### config.mk
export PLATFORM = sky130hd
export DESIGN_NAME = fpall_issue_queue
export DESIGN_NICKNAME = d
export VERILOG_FILES = /design/src/rtl/fpall_issue_queue.sv
export SDC_FILE = /design/constraint.sdc
export NUM_CORES = 1
export LEC_CHECK = 0
export CAP_MARGIN = 20
export CORE_MARGIN = 4
export CORE_UTILIZATION = 45
export CTS_CLUSTER_SIZE = 40
export DETAILED_ROUTE_END_ITERATION = 12
export GPL_TIMING_DRIVEN = 0
export PLACE_DENSITY = 0.73
export SLEW_MARGIN = 20
export SYNTH_ARGS = -nofsm -noshare
export SYNTH_HDL_FRONTEND = slang
export SYNTH_SLANG_ARGS = --single-unit
### constraint.sdc
create_clock -name clk -period 2.8 [get_ports clk]
set_input_delay 0.56 -clock clk [delete_from_list [all_inputs] [get_ports clk]]
set_output_delay 0.56 -clock clk [all_outputs]
set_load 0.03 [all_outputs]
### src/rtl/fpall_issue_queue.sv
// Request FIFO and issue controller for the shared FPALL datapath. It drains in-flight ops before switching lane format.
// Optional FPALL_ISSUE_STATS_EN adds the saturating counters stat_issued and stat_drain.
module fpall_issue_queue #(
   parameter int DATA_W       = 32,
   parameter int DEPTH        = 4,
   parameter int MAX_INFLIGHT = 4,
   parameter int TAG_W        = 4
) (
   input  logic                              clk,
   input  logic                              rst_n,
   input  logic                              in_valid,
   output logic                              in_ready,
   input  logic [1:0]                        in_op,
   input  logic                              in_fmt,
   input  logic [DATA_W-1:0]                 in_a,
   input  logic [DATA_W-1:0]                 in_b,
   input  logic [TAG_W-1:0]                  in_tag,
   output logic                              out_valid,
   input  logic                              out_ready,
   output logic [1:0]                        out_op,
   output logic                              out_fmt,
   output logic [DATA_W-1:0]                 out_a,
   output logic [DATA_W-1:0]                 out_b,
   output logic [TAG_W-1:0]                  out_tag,
   input  logic                              dp_done,
   output logic                              cur_fmt,
   output logic [$clog2(DEPTH+1)-1:0]        count,
   output logic [$clog2(MAX_INFLIGHT+1)-1:0] inflight,
`ifdef FPALL_ISSUE_STATS_EN
   output logic [15:0]                       stat_issued,
   output logic [15:0]                       stat_drain,
`endif
   output logic [1:0]                        dbg_state_o
);

   // Both ports use valid/ready: a transfer happens on a rising edge where valid and ready are both high.
   // A full queue deasserts in_ready even when a pop happens in the same cycle.

   localparam int PTR_W = $clog2(DEPTH);
   localparam int CNT_W = $clog2(DEPTH + 1);
   localparam int INF_W = $clog2(MAX_INFLIGHT + 1);
   localparam logic [1:0] OP_SQRT = 2'b10;

   typedef enum logic [1:0] {
      ST_ISSUE  = 2'd0,
      ST_DRAIN  = 2'd1,
      ST_SWITCH = 2'd2
   } state_e;

   logic [1:0]        op_mem  [DEPTH];
   logic              fmt_mem [DEPTH];
   logic [DATA_W-1:0] a_mem   [DEPTH];
   logic [DATA_W-1:0] b_mem   [DEPTH];
   logic [TAG_W-1:0]  tag_mem [DEPTH];

   logic [PTR_W-1:0] wr_ptr_q, wr_ptr_d, rd_ptr_q, rd_ptr_d;
   logic [CNT_W-1:0] count_q, count_d;
   logic [INF_W-1:0] inflight_q, inflight_d;
   state_e           state_q;
   logic             cur_fmt_q;
   logic             push, pop, retire, head_fmt;

   assign head_fmt  = fmt_mem[rd_ptr_q];
   assign in_ready  = (count_q < CNT_W'(DEPTH));
   assign out_valid = (count_q != '0) && (state_q == ST_ISSUE) &&
                      (head_fmt == cur_fmt_q) && (inflight_q < INF_W'(MAX_INFLIGHT));
   assign push      = in_valid && in_ready;
   assign pop       = out_valid && out_ready;
   assign retire    = dp_done && (inflight_q != '0);

   assign out_op      = op_mem[rd_ptr_q];
   assign out_fmt     = head_fmt;
   assign out_a       = a_mem[rd_ptr_q];
   assign out_b       = (op_mem[rd_ptr_q] == OP_SQRT) ? '0 : b_mem[rd_ptr_q];
   assign out_tag     = tag_mem[rd_ptr_q];
   assign cur_fmt     = cur_fmt_q;
   assign count       = count_q;
   assign inflight    = inflight_q;
   assign dbg_state_o = state_q;

   always_comb begin
      wr_ptr_d   = wr_ptr_q;
      rd_ptr_d   = rd_ptr_q;
      count_d    = count_q;
      inflight_d = inflight_q;
      if (push) wr_ptr_d = (wr_ptr_q == PTR_W'(DEPTH - 1)) ? '0 : wr_ptr_q + PTR_W'(1);
      if (pop)  rd_ptr_d = (rd_ptr_q == PTR_W'(DEPTH - 1)) ? '0 : rd_ptr_q + PTR_W'(1);
      if (push && !pop)      count_d = count_q + CNT_W'(1);
      else if (!push && pop) count_d = count_q - CNT_W'(1);
      if (pop && !retire)      inflight_d = inflight_q + INF_W'(1);
      else if (!pop && retire) inflight_d = inflight_q - INF_W'(1);
   end

   // Storage is deliberately left unreset; nothing reads it while count is zero.
   always_ff @(posedge clk) begin
      if (push) begin
         op_mem[wr_ptr_q]  <= in_op;
         fmt_mem[wr_ptr_q] <= in_fmt;
         a_mem[wr_ptr_q]   <= in_a;
         b_mem[wr_ptr_q]   <= in_b;
         tag_mem[wr_ptr_q] <= in_tag;
      end
   end

   always_ff @(posedge clk or negedge rst_n) begin
      if (!rst_n) begin
         wr_ptr_q   <= '0;
         rd_ptr_q   <= '0;
         count_q    <= '0;
         inflight_q <= '0;
      end else begin
         wr_ptr_q   <= wr_ptr_d;
         rd_ptr_q   <= rd_ptr_d;
         count_q    <= count_d;
         inflight_q <= inflight_d;
      end
   end

   // Issue stalls as soon as the head's format differs. A retire in the current cycle counts toward draining.
   always_ff @(posedge clk or negedge rst_n) begin
      if (!rst_n) begin
         state_q   <= ST_ISSUE;
         cur_fmt_q <= 1'b0;
      end else begin
         case (state_q)
            ST_ISSUE: if ((count_q != '0) && (head_fmt != cur_fmt_q)) state_q <= ST_DRAIN;
            ST_DRAIN: if (inflight_d == '0) begin
               cur_fmt_q <= head_fmt;
               state_q   <= ST_SWITCH;
            end
            ST_SWITCH: state_q <= ST_ISSUE;
            default:   state_q <= ST_ISSUE;
         endcase
      end
   end

`ifdef FPALL_ISSUE_STATS_EN
   logic [15:0] stat_issued_q, stat_drain_q;

   always_ff @(posedge clk or negedge rst_n) begin
      if (!rst_n) begin
         stat_issued_q <= '0;
         stat_drain_q  <= '0;
      end else begin
         if (pop && (stat_issued_q != 16'hFFFF)) stat_issued_q <= stat_issued_q + 16'd1;
         if ((state_q != ST_ISSUE) && (stat_drain_q != 16'hFFFF)) stat_drain_q <= stat_drain_q + 16'd1;
      end
   end

   assign stat_issued = stat_issued_q;
   assign stat_drain  = stat_drain_q;
`endif

endmodule
==> impl.org, run 1 <==
** Layout
- In the final design database the tool counted 782 nets.
- Fraction of layout cells with a size suffix above 1 :: 35.2%
- Finished layout cell area :: 14500 sq um
- Leaving out fill and tap cells, the most frequent cell in the layout is sky130_fd_sc_hd__edfxtp_1.
- In the layout the commonest cells are sky130_fd_sc_hd__edfxtp_1, sky130_fd_sc_hd__clkdlybuf4s50_1, sky130_fd_sc_hd__mux4_2.
- Leaving out filler cells and counting taps, the final layout contains about 1.0k.
- Core Util, Final :: 59.4%
- 0 antenna diodes ended up in the layout.
- The area growth from synthesis to layout is 29.4%.

** Worst hold path
- The min-delay analysis places its worst path in the category input port to asynchronous set/reset pin.

** Worst setup path
- Crit Path Class :: flip-flop to output pin
- STA classifies the critical path endpoint as an output pin.
- Nature of the critical path startpoint :: flip-flop
- CP arrival :: 2.30 ns
- Delay-heaviest family, CP :: buffers and inverters
- Critical-path cell with the highest stage delay :: sky130_fd_sc_hd__mux4_2
- Cell depth of the worst flop-to-flop path :: 10
- Maximum fanout along the worst path :: 6
- In this run the register-to-register setup slack is 0.09 ns.
- Startpoint of the worst register-to-register path :: rd_ptr_q[0]
- Biggest cell delay along the critical path :: 0.52 ns
- The critical path contains buffers and inverters numbering 4 combined.
- Cell breakdown of the critical path :: buf_8 -> mux4_2 -> nor2b_4 -> buf_6 -> clkbuf_16 -> nor2b_1 -> buf_4
- R2R Path End :: count[1]
- Critical Path RT :: roughly 2.2 ns

** Yosys
- After synthesis the cells add up to 11200 sq um.
- Synthesis produced a netlist with a net count of 571.
- Mean instance size in the synthesized netlist :: 23.2 sq um
- Synthesis handed over a netlist of 485 instances.
- Share of synthesized area occupied by flip-flops and latches :: 78.8%
- In this run, synthesis produced a sequential element count of ~300.
- Cell variety after synth :: 34
- Synth Warn # :: 0

** Power
- In this run switching power makes up 33.3% of total power.
- Internal power :: 10.7 mW
- Peak supply drop :: 0.699 mV
- Switching power :: 5.32 mW
- Power per cell area :: 1100 nW/um^2
- Clock Power Share :: 22.0%
- Sequential cells burn 36.2% of the power.
- P_leak :: 4.96 nW
- Of the total power, combinational logic draws 41.8%.

** Floorplan
- I/O pin cnt :: between 150 and 200
- Die footprint :: 27600 sq um
- Initial core utilization :: approximately 46%
- In this run the standard cell core region covers 24500 sq um.
- Measured along the y axis, the die boundary spans 166 um.
- The floorplan step set the die width to 166 um.
- FP Rows :: 57

** Route
- After detailed routing, no signal wire sits above met5.
- Vias per Instance :: between 5 and 6
- The detail route stage leaves a number of antenna-violating nets equal to 0.
- Routed wire length on met3 :: 1230 um
- For this run, design rule violations remaining after detail routing come to 0.
- Number of detailed-routing iterations run before antenna repair :: 5
- After detailed routing, the average wire length per cell comes to 20.8 um.
- Violation count after the first detailed-route iteration :: between 300 and 400
- Routed length on met1 :: 8880 um
- Number of vias in the routed layout :: 5451
- Total length of routed met2 wires :: approximately 11000 um
- DRT Wirelength :: 21700 um

** STA
- Fmax achieved :: 350 MHz
- Final hold viol count :: 0
- Hold is met by 0.441 ns.
- Post-route minimum period :: 2.86 ns
- Tcrit/Tclk final :: 102%
- At the pin with the least slew margin, the transition time is around 0.67 ns.
- In the post-route analysis, the smallest setup slack over all paths is -0.0578 ns.
- The final number of max-transition violations came to 0.
- Total setup violations reported at the end of the flow :: 30
- Clock Skews :: 0.00621 ns
- Setup repair after global routing could not meet its margin everywhere.
- The worst pin sits at a relative slew slack of 54.9%.

** GRT
- Entering global routing, the biggest net connects 37 pins.
- Global-route wire length before repair :: ~34000 um
- Number of global-route vias before repair :: approximately 6.0k
- Global-route congestion overflow total :: 0
- Global routing consumed, over all layers together, ~15% of the routing resources.
- Antenna violations before repair :: 1

** Place
- In this run, placement finished with an instance count of 970.
- Before CTS, the worst setup slack after placement is -0.858 ns.
- Routability-driven placement finished with a final weighted congestion of just over 0.7.
- HPWL after detailed placement :: roughly 13000 um
- Placed standard-cell area :: between 10000 and 15000 sq um
- Buffers placed on the I/O ports in this run total 157.

** Clocking
- After clock tree synthesis, the clock-pin slew on the worst setup and hold paths is 0.06 ns.
- In this run, CTS created clock tree buffers numbering 30.
- Bufs on Longest Clock Path :: 3
- TritonCTS built the clock tree.
- Total of hold buffers inserted after clock tree synthesis :: 0
- Worst-skew pair later-pin latency :: 0.53 ns
- Clk sinks :: 297
- H-tree levels :: 1
- The tree is rooted in a sky130_fd_sc_hd__clkbuf_16.

** Job
- Across the run, the number of max-cap violations was 0.

** Outcome
- The final reports fail on negative setup slack.
- Status :: finished, violations left
-- worst max-delay path by stage --
stage	start	end	slack, ns	depth (start not counted)
finish	rd_ptr_q[0]	out_b[7]	-0.06	7
floorplan	rd_ptr_q[0]	count[1]	0.24	8
detailed placement	rd_ptr_q[1]	out_a[25]	-0.86	5
global route	rd_ptr_q[0]	out_b[11]	-0.16	7
CTS	rd_ptr_q[0]	out_b[1]	-0.20	8
global placement	rd_ptr_q[1]	out_a[25]	-0.83	5
-- state kept, by name, summed over array words and instances (netlist names), 3 cells and up --
signal / flops
a_mem: 128
count: 3
tag_mem: 16
fmt_mem: 4
op_mem: 8
b_mem: 128
inflight: 3
-- worst reg2reg max path, cell delays in order, from the launching register on --
cell,delay (ns)
sky130_fd_sc_hd__dfrtp_1,0.38
sky130_fd_sc_hd__buf_8,0.14
sky130_fd_sc_hd__buf_4,0.11
sky130_fd_sc_hd__mux4_2,0.58
sky130_fd_sc_hd__xnor2_4,0.17
sky130_fd_sc_hd__buf_4,0.14
sky130_fd_sc_hd__nand3_4,0.10
sky130_fd_sc_hd__ha_4,0.20
sky130_fd_sc_hd__inv_1,0.06
sky130_fd_sc_hd__fa_2,0.43
sky130_fd_sc_hd__mux2_2,0.26
-- power by group through the flow --
| stage | clock network, mW | logic (mW) | registers [mW] |
|---|---|---|---|
| CTS | 3.61 | 6.35 | 5.79 |
| global placement | 0 | 5.92 | 5.85 |
| global route | 3.82 | 7.07 | 5.84 |
| finish | 3.52 | 6.68 | 5.79 |
| detailed placement | 0 | 6.07 | 5.87 |
| floorplan | 0 | 3.68 | 5.94 |
-- what timing repair did --
action	in CTS	in global routing
endpoints found under the setup margin	74	55
resized for setup	414	107
buffers inserted	9	8
pin swaps	1	2
cloned	3	0
-- cells by family after synthesis --
| group | share of synthesized area, % |
|---|---|
| AOI/OAI and AO/OA | 0.858 |
| xor gates and xnor gates | 0.535 |
| adders and majority gates | 1.18 |
| buffers and inverters | 1.01 |
| DFF | 78.8 |
| muxes | 14.5 |
| and+or+nand+nor | 3.07 |
-- cells in the mapped netlist --
master | n | share of area (%)
sky130_fd_sc_hd__mux4_2 | 71 | 14
sky130_fd_sc_hd__nand3_4 | 1 | 0.16
sky130_fd_sc_hd__and3b_1 | 1 | 0.078
sky130_fd_sc_hd__ha_1 | 9 | 1.0
sky130_fd_sc_hd__buf_2 | 1 | 0.045
sky130_fd_sc_hd__or3_1 | 1 | 0.056
sky130_fd_sc_hd__nor3_1 | 3 | 0.13
sky130_fd_sc_hd__nor4_1 | 1 | 0.056
sky130_fd_sc_hd__and2_1 | 6 | 0.33
sky130_fd_sc_hd__buf_6 | 1 | 0.10
sky130_fd_sc_hd__a31o_2 | 1 | 0.078
sky130_fd_sc_hd__xnor2_2 | 1 | 0.14
sky130_fd_sc_hd__nand2_1 | 2 | 0.067
sky130_fd_sc_hd__xnor2_1 | 4 | 0.31
sky130_fd_sc_hd__dfrtp_1 | 13 | 2.9
sky130_fd_sc_hd__a221oi_1 | 1 | 0.078
sky130_fd_sc_hd__a21oi_1 | 2 | 0.089
sky130_fd_sc_hd__a211oi_1 | 2 | 0.13
sky130_fd_sc_hd__inv_1 | 8 | 0.27
sky130_fd_sc_hd__a22oi_1 | 1 | 0.067
sky130_fd_sc_hd__o211a_1 | 1 | 0.089
sky130_fd_sc_hd__o211ai_1 | 1 | 0.067
sky130_fd_sc_hd__a31oi_1 | 1 | 0.056
sky130_fd_sc_hd__mux2_2 | 3 | 0.30
sky130_fd_sc_hd__nor2b_1 | 35 | 1.9
sky130_fd_sc_hd__xor2_1 | 1 | 0.078
sky130_fd_sc_hd__clkbuf_1 | 13 | 0.43
sky130_fd_sc_hd__a21o_1 | 1 | 0.067
sky130_fd_sc_hd__nor2_1 | 5 | 0.17
sky130_fd_sc_hd__fa_1 | 1 | 0.18
sky130_fd_sc_hd__or3b_1 | 1 | 0.078
sky130_fd_sc_hd__edfxtp_1 | 284 | 76
sky130_fd_sc_hd__buf_1 | 5 | 0.17
sky130_fd_sc_hd__o21ai_0 | 3 | 0.13
-- metrics by stage --
stage	total power [mW]	TNS, ns
after floorplan	9.62	0
after global routing	16.7	-3.94
after global placement	11.8	-209.63
after detailed placement	11.9	-36.31
final	16.0	-0.957
after CTS	15.8	-4.49
-- final cells by class --
cell class / instances / area [sq um]
fill: 1761 / 9920
multi-input combinational: 160 / 2480
buffer: 19 / 234
sequential: 297 / 8850
tap: 324 / 405
clock inverter: 7 / 28.8
inverter: 8 / 30.0
timing repair buffer: 180 / 1670
clock buffer: 45 / 838
-- metal layers --
metal / global-route usage, % / vias to the layer above
met3: 3.50 / 34
met4: 3.41 / 2
li1: - / 2431
met5: 0 / -
met1: 20.2 / 2818
met2: 26.7 / 166
Power figures use the tool's default switching activity.
==> run 2, diff against run 1 <==
Settings changed: SLEW_MARGIN 20 to 25.
==> run 2 against run 1 <==
Compared with the run above: the run still ends with negative setup slack left; maximum frequency did not move; non-clock buffer count did not move; worst setup slack did not move; critical path type unchanged.
==> impl.org, run 2 (same netlist as run 1, synthesis figures left out) <==
** Outcome
- The flow ran to the end, but the final reports show violations.
- Failing checks :: negative setup slack

** Route
- The vias after detailed routing came to 5451 (unchanged).
- The remaining routing DRC violations came to 0 (unchanged).
- The wire length per cell after detailed routing was 20.8 um (unchanged).
- The post-detailed-route via-to-cell ratio was 5.24 (unchanged).
- The number of DRC markers in iteration 0 came to 354 (unchanged).
- The routed wire length is 21700 um (unchanged).
- Number of detailed-routing iterations run before antenna repair :: 5 (unchanged)
- Number of routed nets with antenna violations :: 0 (unchanged)

** STA
- Post-route minimum period :: 2.86 ns (unchanged)
- Slew at the pin closest to its max-slew limit :: 0.674 ns (unchanged)
- RSZ-0062 raised after global routing :: true
- Slew headroom :: 54.9% (unchanged)
- The hold violation total from the final report came to 0 (unchanged).
- Fmax achieved :: 350 MHz (unchanged)
- The number of setup violations in the final report is 30 (unchanged).
- Least setup slack across all paths after layout :: -0.0578 ns (unchanged)
- The final critical-path share of the clock period was 102% (unchanged).
- The accumulated negative setup slack is -0.957 ns (unchanged).
- The final number of max-transition violations is 0 (unchanged).
- The post-route clock skew is 0.00621 ns (unchanged).

** Clocking
- The maximum buffer depth of the clock tree came to 3 (unchanged).
- H-tree levels :: 1 (unchanged)
- TritonCTS built the clock tree.
- Total of hold buffers inserted after clock tree synthesis :: 0 (unchanged)
- TritonCTS Buffers :: 30 (unchanged)
- The number of clock sinks is 297 (unchanged).
- CTS root buffer :: sky130_fd_sc_hd__clkbuf_16
- Worst-skew pair later-pin latency :: 0.53 ns (about the same)
- Clk pin slew, worst setup/hold paths :: 0.06 ns (about the same)

** Layout
- The number of standard cells in the layout, taps in and fillers out is 1040 (unchanged).
- ANT cells :: 0 (unchanged)
- The largest registers in the layout are a_mem: 128 flops, b_mem: 128 flops, tag_mem: 16 flops.
- Most frequent cells in the layout :: sky130_fd_sc_hd__edfxtp_1, sky130_fd_sc_hd__clkdlybuf4s50_1, sky130_fd_sc_hd__mux4_2
- The library cell used most frequently in the layout, excluding fill and tap cells, is sky130_fd_sc_hd__edfxtp_1.
- The post-layout utilization of the core was 59.4% (unchanged).
- The area added between synthesis and finish was 29.4% (unchanged).
- The final layout net count is 782 (unchanged).
- The share of post-route cells with drive strength above 1 is 35.2% (unchanged).

** Place
- The final weighted congestion in routability-driven placement came to 0.710 (unchanged).
- The total half-perimeter wirelength after legalization and detailed placement came to 13400 um (unchanged).
- Number of placed instances with taps included :: 970 (unchanged)
- Port buffer count :: 157 (unchanged)
- Worst Setup Slack post-DPL :: -0.858 ns (unchanged)

** GRT
- The initial antenna violation count came to 1 (unchanged).
- The pin count of the biggest net entering global routing came to 37 (unchanged).
- The number of global-route vias before repair is 5955 (unchanged).
- Global-route congestion overflow total :: 0 (unchanged)
- Overall Global Routing Usage :: 15.4% (unchanged)
- The wire length of the first global-routing pass was 33800 um (unchanged).

** Worst setup path
- The data arrival time of the critical path came to 2.30 ns (about the same).
- The number of cell instances on the worst register-to-register path is 10 (unchanged).
- The worst setup path is captured at an output pin.
- Critical-path cell with the highest stage delay :: sky130_fd_sc_hd__mux4_2
- The data required time at the worst endpoint was 2.24 ns (about the same).
- Crit Path Class :: flip-flop to output pin
- The delay of the slowest cell on the worst path came to 0.52 ns (about the same).
- STA classifies the critical path startpoint as a flip-flop.
- Traced cell by cell, the critical path runs through buf_8 -> mux4_2 -> nor2b_4 -> buf_6 -> clkbuf_16 -> nor2b_1 -> buf_4.
- The largest fanout on the critical path came to 6 (unchanged).

** Floorplan
- Core area :: 24500 sq um (unchanged)
- The count of pins on the block boundary is 158 (unchanged).
- The floorplan die height was 166 um (unchanged).
- Die width :: 166 um (unchanged)
- Die footprint :: 27600 sq um (unchanged)
- FP Rows :: 57 (unchanged)
- The initial core utilization was 45.9% (unchanged).

** Power
- The power density over the cells is 1100 nW/um^2 (unchanged).
- The peak supply drop came to 0.699 mV (unchanged).
- The reported leakage power is 4.96 nW (unchanged).

** Job
- Max-cap viol count :: 0 (unchanged)

** Worst hold path
- The worst hold path belongs to the class input port to asynchronous set/reset pin.
## run 2: cell counts in the layout (fill, tap and decap cells not counted)
No cell type changed its count.
## run 2: power by group
group | switching, mW | total (mW) | internal [mW]
registers | 0.228 | 5.79 | 5.56
logic | 3.61 | 6.68 | 3.07
clock network | 1.48 | 3.52 | 2.04
## run 2: timing repair
item | in CTS | in global routing
cloned | 3 | 0
setup buffers | 9 | 8
setup endpoints to repair | 74 | 55
gates resized for setup | 414 | 107
pin swaps | 1 | 2
## run 2: area by class of cell
class | instances | area (sq um)
inverter | 8 | 30.0
clock inverter | 7 | 28.8
clock buffer | 45 | 838
fill | 1761 | 9920
buffer | 19 | 234
multi-input combinational | 160 | 2480
timing repair buffer | 180 | 1670
sequential | 297 | 8850
tap | 324 | 405
## run 2: path summary, 6_finish.rpt
check	startpoint	endpoint	slack (ns)
min in group clk	dbg_state_o[1]	dbg_state_o[0]	0.53
worst min register to register	dbg_state_o[1]	dbg_state_o[0]	0.53
worst max register to register	rd_ptr_q[0]	count[1]	0.09
max in group asynchronous	rst_n	cur_fmt	1.92
worst min-delay path	rst_n	count[0]	0.44
worst max-delay path	rd_ptr_q[0]	out_b[7]	-0.06
## run 2: per-stage QoR
stage	hold WS, ns	instance area [sq um]	total power [mW]
finish	0.441	14500	16.0
global route	0.455	14500	16.7
CTS	0.427	14400	15.8
detailed placement	0.516	13300	11.9
global placement	0.467	13200	11.8
floorplan	0.264	11200	9.62
## run 2: worst max-delay path, delay by kind of cell, from the launching register on
kind / cells / cell delay (ns)
buffers and inverters: 4 / 0.58
multiplexers: 1 / 0.52
flip-flops: 1 / 0.38
AND/OR/NAND/NOR: 2 / 0.27
## run 2: metal layers
layer / vias up / track usage, % / share of wire (%)
met5: - / 0 / 0.060
met1: 2818 / 20.2 / 41
met3: 34 / 3.50 / 5.7
met2: 166 / 26.7 / 52
li1: 2431 / - / -
met4: 2 / 3.41 / 1.7
==> run 3, diff against run 2 <==
Settings changed: CAP_MARGIN 20 to 25.
==> results of run 3 <==
The final DEF is identical to that of run 2; final timing and power are the same.
